[src/rtl/cfu_tb_pkg.sv]
// Shared definitions for the CFU test sequencer: FSM state type, LFSR tap
// masks and elaboration-time legality helpers.
package cfu_tb_pkg;

    typedef enum logic [1:0] {
        IDLE  = 2'd0,
        RUN   = 2'd1,
        DRAIN = 2'd2,
        DONE  = 2'd3
    } seq_state_t;

    function automatic bit lfsr_w_legal(input int w);
        return (w == 8) || (w == 16) || (w == 32);
    endfunction

    // Bit i set means 1-based tap i+1 feeds the XNOR.
    function automatic logic [31:0] lfsr_taps(input int w);
        case (w)
            8:       return 32'h0000_00B8;
            16:      return 32'h0000_D008;
            32:      return 32'h8020_0003;
            default: return 32'h0000_0000;
        endcase
    endfunction

    // All-ones is the XNOR lockup state and must never be used as a seed.
    function automatic bit lfsr_seed_legal(input int w, input logic [31:0] seed);
        logic [31:0] ones;
        ones = (w >= 32) ? 32'hFFFF_FFFF : ((32'd1 << w) - 32'd1);
        return (seed & ones) != ones;
    endfunction

endpackage

[src/rtl/cfu_lfsr.sv]
// Left-shifting XNOR LFSR with synchronous seed load; reusable stimulus source.
module cfu_lfsr
    import cfu_tb_pkg::*;
#(
    parameter int             W    = 16,
    parameter logic [W-1:0]   SEED = '0
) (
    input  logic         clk,
    input  logic         rst,
    input  logic         load,
    input  logic         adv,
    output logic [W-1:0] q
);

    localparam logic [31:0]  TAPS_ALL = lfsr_taps(W);
    localparam logic [W-1:0] TAPS     = TAPS_ALL[W-1:0];

    logic [W-1:0] r_q;

    generate
        if (!lfsr_w_legal(W)) begin : g_bad_width
            $error("cfu_lfsr: W must be 8, 16 or 32");
        end
        if (!lfsr_seed_legal(W, 32'(SEED))) begin : g_bad_seed
            $error("cfu_lfsr: all-ones SEED locks up an XNOR LFSR");
        end
    endgenerate

    always_ff @(posedge clk) begin
        if (rst || load) begin
            r_q <= SEED;
        end else if (adv) begin
            r_q <= {r_q[W-2:0], ~^(r_q & TAPS)};
        end
    end

    assign q = r_q;

endmodule

[src/rtl/cfu_test_sequencer.sv]
// Start/run/drain/done sequencer for CFU benches: cycle counter, shared LFSR,
// per-bench stimulus enables, sticky error capture and drain timeout.
module cfu_test_sequencer
    import cfu_tb_pkg::*;
#(
    parameter int                N_BENCH      = 4,
    parameter int                CYCLE_W      = 16,
    parameter int                RUN_CYCLES   = 1000,
    parameter int                DRAIN_CYCLES = 16,
    parameter int                LFSR_W       = 16,
    parameter logic [LFSR_W-1:0] SEED         = '0,
    parameter bit                STOP_ON_ERR  = 1'b0
) (
    input  logic               clk,
    input  logic               rst,
    input  logic               start,
    input  logic [N_BENCH-1:0] enable_mask,
    input  logic [N_BENCH-1:0] my_err,
    input  logic [N_BENCH-1:0] my_idle,
    output logic [CYCLE_W-1:0] cycle,
    output logic [LFSR_W-1:0]  lfsr,
    output logic [N_BENCH-1:0] stim_en,
    output logic               running,
    output logic               done,
    output logic               pass,
    output logic [N_BENCH-1:0] fail_mask,
    output logic               timeout
);

    localparam int                 DC_W       = (DRAIN_CYCLES > 1) ? $clog2(DRAIN_CYCLES) : 1;
    localparam logic [CYCLE_W-1:0] RUN_LAST   = CYCLE_W'(RUN_CYCLES - 1);
    localparam logic [DC_W-1:0]    DRAIN_LAST = DC_W'(DRAIN_CYCLES - 1);

    generate
        if (RUN_CYCLES < 1 || longint'(RUN_CYCLES) > ((longint'(1) << CYCLE_W) - 1)) begin : g_bad_run
            $error("cfu_test_sequencer: RUN_CYCLES out of range for CYCLE_W");
        end
        if (DRAIN_CYCLES < 1) begin : g_bad_drain
            $error("cfu_test_sequencer: DRAIN_CYCLES must be at least 1");
        end
    endgenerate

    seq_state_t         r_state;
    logic [CYCLE_W-1:0] r_cycle;
    logic [DC_W-1:0]    r_drain_cnt;
    logic [N_BENCH-1:0] r_mask;
    logic [N_BENCH-1:0] r_stim_en;
    logic [N_BENCH-1:0] r_fail_mask;
    logic               r_running;
    logic               r_done;
    logic               r_pass;
    logic               r_timeout;

    logic               w_start_ok;
    logic               w_err_hit;
    logic               w_all_idle;
    logic               w_run_exit;
    logic [N_BENCH-1:0] w_idle_ok;
    logic [N_BENCH-1:0] w_fail_next;
    logic [CYCLE_W-1:0] w_cycle_sat;
    logic [LFSR_W-1:0]  w_lfsr_q;

    // A disabled bench counts as idle so an empty mask drains in one cycle.
    for (genvar gi = 0; gi < N_BENCH; gi++) begin : g_idle
        assign w_idle_ok[gi] = my_idle[gi] | ~r_mask[gi];
    end

    assign w_start_ok  = start && (r_state == IDLE || r_state == DONE);
    assign w_fail_next = r_fail_mask | (my_err & r_mask);
    assign w_err_hit   = |(my_err & r_mask);
    assign w_all_idle  = &w_idle_ok;
    assign w_cycle_sat = (&r_cycle) ? r_cycle : r_cycle + 1'b1;
    assign w_run_exit  = (r_cycle == RUN_LAST) || (STOP_ON_ERR && w_err_hit);

    cfu_lfsr #(
        .W    (LFSR_W),
        .SEED (SEED)
    ) u_lfsr (
        .clk  (clk),
        .rst  (rst),
        .load (w_start_ok),
        .adv  (r_state == RUN),
        .q    (w_lfsr_q)
    );

    always_ff @(posedge clk) begin
        if (rst) begin
            r_state     <= IDLE;
            r_cycle     <= '0;
            r_drain_cnt <= '0;
            r_mask      <= '0;
            r_stim_en   <= '0;
            r_fail_mask <= '0;
            r_running   <= 1'b0;
            r_done      <= 1'b0;
            r_pass      <= 1'b0;
            r_timeout   <= 1'b0;
        end else begin
            case (r_state)
                IDLE, DONE: begin
                    if (start) begin
                        r_state     <= RUN;
                        r_cycle     <= '0;
                        r_mask      <= enable_mask;
                        r_stim_en   <= enable_mask;
                        r_fail_mask <= '0;
                        r_timeout   <= 1'b0;
                        r_running   <= 1'b1;
                        r_done      <= 1'b0;
                        r_pass      <= 1'b0;
                    end
                end
                RUN: begin
                    r_fail_mask <= w_fail_next;
                    r_cycle     <= w_cycle_sat;
                    if (w_run_exit) begin
                        r_state     <= DRAIN;
                        r_stim_en   <= '0;
                        r_drain_cnt <= '0;
                    end
                end
                DRAIN: begin
                    r_fail_mask <= w_fail_next;
                    // Idle takes priority over the timeout on the same edge.
                    if (w_all_idle || r_drain_cnt == DRAIN_LAST) begin
                        r_state   <= DONE;
                        r_running <= 1'b0;
                        r_done    <= 1'b1;
                        r_timeout <= !w_all_idle;
                        r_pass    <= (w_fail_next == '0) && w_all_idle;
                    end else begin
                        r_drain_cnt <= r_drain_cnt + 1'b1;
                        r_cycle     <= w_cycle_sat;
                    end
                end
                default: r_state <= IDLE;
            endcase
        end
    end

    assign cycle     = r_cycle;
    assign lfsr      = w_lfsr_q;
    assign stim_en   = r_stim_en;
    assign running   = r_running;
    assign done      = r_done;
    assign pass      = r_pass;
    assign fail_mask = r_fail_mask;
    assign timeout   = r_timeout;

endmodule

[config.mk]
export PLATFORM = sky130hd
export DESIGN_NAME = cfu_test_sequencer
export DESIGN_NICKNAME = d
export VERILOG_FILES = /design/src/rtl/cfu_tb_pkg.sv /design/src/rtl/cfu_lfsr.sv /design/src/rtl/cfu_test_sequencer.sv
export SDC_FILE = /design/constraint.sdc
export NUM_CORES = 1
export LEC_CHECK = 0
export CORE_MARGIN = 2
export CORE_UTILIZATION = 50
export CTS_CLUSTER_SIZE = 8
export DETAILED_ROUTE_END_ITERATION = 8
export PLACE_DENSITY_LB_ADDON = 0.15
export RECOVER_POWER = 25
export SLEW_MARGIN = 20
export SYNTH_ARGS = -nofsm -noshare
export SYNTH_HDL_FRONTEND = slang
export SYNTH_SLANG_ARGS = --single-unit
[constraint.sdc]
create_clock -name clk -period 5.1 [get_ports clk]
set_input_delay 1.53 -clock clk [delete_from_list [all_inputs] [get_ports clk]]
set_output_delay 1.53 -clock clk [all_outputs]
set_load 0.05 [all_outputs]
==> flow_summary.ini <==
[layout]
area_delta_synth_final_pct = 29.8
drive_above_1_share_pct = 4.09
antenna_cells = 0
nFillCells = 405
finish.net_count = 386

[placement]
post-dp-hpwl_um = 4700
portBuffers = 58
place_congestion = 0.927

[clocking]
cts_resized = 0
clk_pin_slew_ns = 0.10
tritoncts = done
cts.sinks = 54
cts_hold_buf = 0
clock_latency_ns = 0.32
cts_buffers = 5
cts_setup_buffers = 0
cts_buffer_depth = 2
cts_root_buf = clkbuf_8
h-tree-depth = 2

[critical_path]
cp.required_ns = 5.33
crit_fanout = 13
cp.arrival_ns = 3.59
end_kind = register
critPathKind = in2reg
cp-start-kind = input port

[drt]
drt_first_pass_iters = 4
wl_per_cell_um = 15.6
drt_wl_total_um = 6810
ant_nets = 0
drt-initial-drc-count = 276
num_vias = 2544
via_per_inst = 5.82
drc_errors = 0

[floorplan]
ioPinCount = 59
dieArea_mm2 = 0.00577
rows = 26
die_y_um = 76.0
initial_core_util_pct = 51.4
die_w_um = 76.0
core-area_mm2 = 0.00504

[sta]
relSlewSlack_pct = 24.6
finalHoldViolCount = 0
finalMaxSlewViolations = 0
finalCritPeriodShare_pct = 65.9
worst_pin_slew_ns = 1.12
hold_slack_ns = 0.460
finalSetupViolCount = 0
min_period_ns = 3.36
rsz0062_at_grt = no
fin_tns_setup_ns = 0
skew_ns = 0.00692
max_clock_freq_ghz = 0.298

[grt]
grt_pass1_wl_um = 11500
grt_max_degree = 37
antenna_found_initial = 0
grt-ovfl-total = 0
grt_usage_pct = 24.3
grt_pass1_vias = 2298

[synthesis]
netlist_area_mm2 = 0.00259
async_flop_share_pct = 0
ys_warn_count = 0
seq_area_frac_synth_pct = 41.7
ys_ff_latch = 54
avgSynthCellArea_um2 = 8.25
synth_top_flop_cell = dfxtp_1
synth_cell_types = 44
synth_edf_count = 0
synthesis.instances = 314
synth_fp_nets = 334

[run]
maxCapViolCount = 0

[pwr]
power.leakage_nw = 1.16
ir_drop_mv = 0.326
power.density_mw_per_mm2 = 457

[worst_hold_path]
hold_class = reg2reg

[run_status]
outcome = finished clean
[worst paths after layout]
path	startpoint	end	slack, ns	cells past startpoint
worst max-delay path	my_idle[2]	cycle[4]	1.74	7
worst min-delay path	stim_en[0]	stim_en[0]	0.46	2
worst max register to register	r_state[0]	cycle[4]	2.46	7
worst min register to register	stim_en[0]	stim_en[0]	0.46	2
[registers in the layout (all words and copies together) (netlist names)]
signal,count
u_lfsr.q,16
done,1
r_mask,4
timeout,1
stim_en,4
fail_mask,4
r_drain_cnt,4
cycle,16
r_state,2
pass,1
running,1
[critical path, stage by stage]
cell and delay (ns):
dlygate4sd3_1 0.51, nand2b_1 0.14, a41oi_1 0.22, o21ai_0 0.21, clkbuf_1 0.47, nor2_1 0.21
a311oi_1 0.30
[metal layers]
| layer | global-route usage, % | part of all wire (%) |
|---|---|---|
| met5 | 0 | 0 |
| met4 | 9.27 | 1.8 |
| met3 | 4.50 | 6.0 |
| met2 | 35.8 | 45 |
| met1 | 35.4 | 48 |
[cell type report]
class,instances,area (um2),share of cell area [%]
multi-input cells,235,1420,42.1
clock buffers,6,82.6,2.45
inverters,8,30.0,0.893
clock inverters,2,60.1,1.79
well taps,70,87.6,2.60
repair buffers,62,607,18.0
flip-flops and latches,54,1080,32.1
[placed cells by master, fill, tap and decap left out, types with 6 or more instances in the layout]
| cell type | instances |
|---|---|
| nand2b_1 | 6 |
| inv_1 | 7 |
| nor3_1 | 18 |
| nand3_1 | 10 |
| a31oi_1 | 15 |
| nor4_1 | 6 |
| dfxtp_1 | 54 |
| clkbuf_8 | 6 |
| nand2_1 | 26 |
| a21oi_1 | 21 |
| o21ai_0 | 18 |
| nor2_1 | 40 |
| mux2i_1 | 17 |
| clkdlybuf4s50_1 | 55 |
[stage by stage]
stage / power (mW) / utilization, % / instance area (um2) / std cells / setup WS (ns)
after floorplan: 1.01 / - / 2590 / 314 / 2.11
after global placement: 1.19 / 64.0 / 3230 / 429 / 1.71
after detailed placement: 1.19 / 64.0 / 3230 / 429 / 1.68
after CTS: 1.54 / 66.8 / 3370 / 437 / 1.87
after global routing: 1.64 / 66.7 / 3360 / 437 / 1.53
final: 1.54 / 66.7 / 3360 / 437 / 1.74
[cells in the mapped netlist, types with 2 or more instances]
| cell type | n | share of area, % |
|---|---|---|
| nand3_1 | 10 | 1.9 |
| a31oi_1 | 15 | 3.6 |
| a311oi_1 | 3 | 1.0 |
| dfxtp_1 | 54 | 42 |
| o31ai_1 | 3 | 0.87 |
| nand4b_1 | 5 | 1.7 |
| or4b_1 | 2 | 0.77 |
| ha_1 | 5 | 2.4 |
| nor3_1 | 18 | 3.5 |
| a21oi_1 | 21 | 4.1 |
| mux2i_1 | 17 | 6.6 |
| a21o_1 | 2 | 0.58 |
| xnor2_1 | 2 | 0.68 |
| or4_1 | 2 | 0.58 |
| a41oi_1 | 3 | 1.0 |
| nand2b_1 | 6 | 1.4 |
| nor4_1 | 6 | 1.4 |
| clkbuf_1 | 16 | 2.3 |
| a211oi_1 | 3 | 0.87 |
| nand2_1 | 26 | 3.8 |
| nor2b_1 | 2 | 0.48 |
| and3_1 | 5 | 1.2 |
| nor2_1 | 40 | 5.8 |
| o21ai_0 | 18 | 3.5 |
| and2_1 | 2 | 0.48 |
| inv_1 | 7 | 1.0 |
| nand4_1 | 4 | 0.97 |
[power breakdown]
group / switching, mW / leakage [nW] / internal [mW] / total (mW)
Clock: 0.143 / 0.0714 / 0.209 / 0.352
Sequential: 0.0329 / 0.437 / 0.462 / 0.495
Combinational: 0.466 / 0.647 / 0.224 / 0.690
[cell families (layout without fill, tap and decap cells)]
| kind of cell | Yosys count | in the layout | share of synthesized area, % |
|---|---|---|---|
| AND/OR/NAND/NOR | 135 | 135 | 26.8 |
| AO/OA/AOI/OAI | 75 | 75 | 17.9 |
| flip-flops | 54 | 54 | 41.7 |
| buffers and inverters | 25 | 78 | 3.62 |
| multiplexers | 17 | 17 | 6.57 |
| adder cells (fa/ha/maj) | 5 | 5 | 2.41 |
| XOR/XNOR | 3 | 3 | 1.01 |
(Power assumes the default switching activity.)
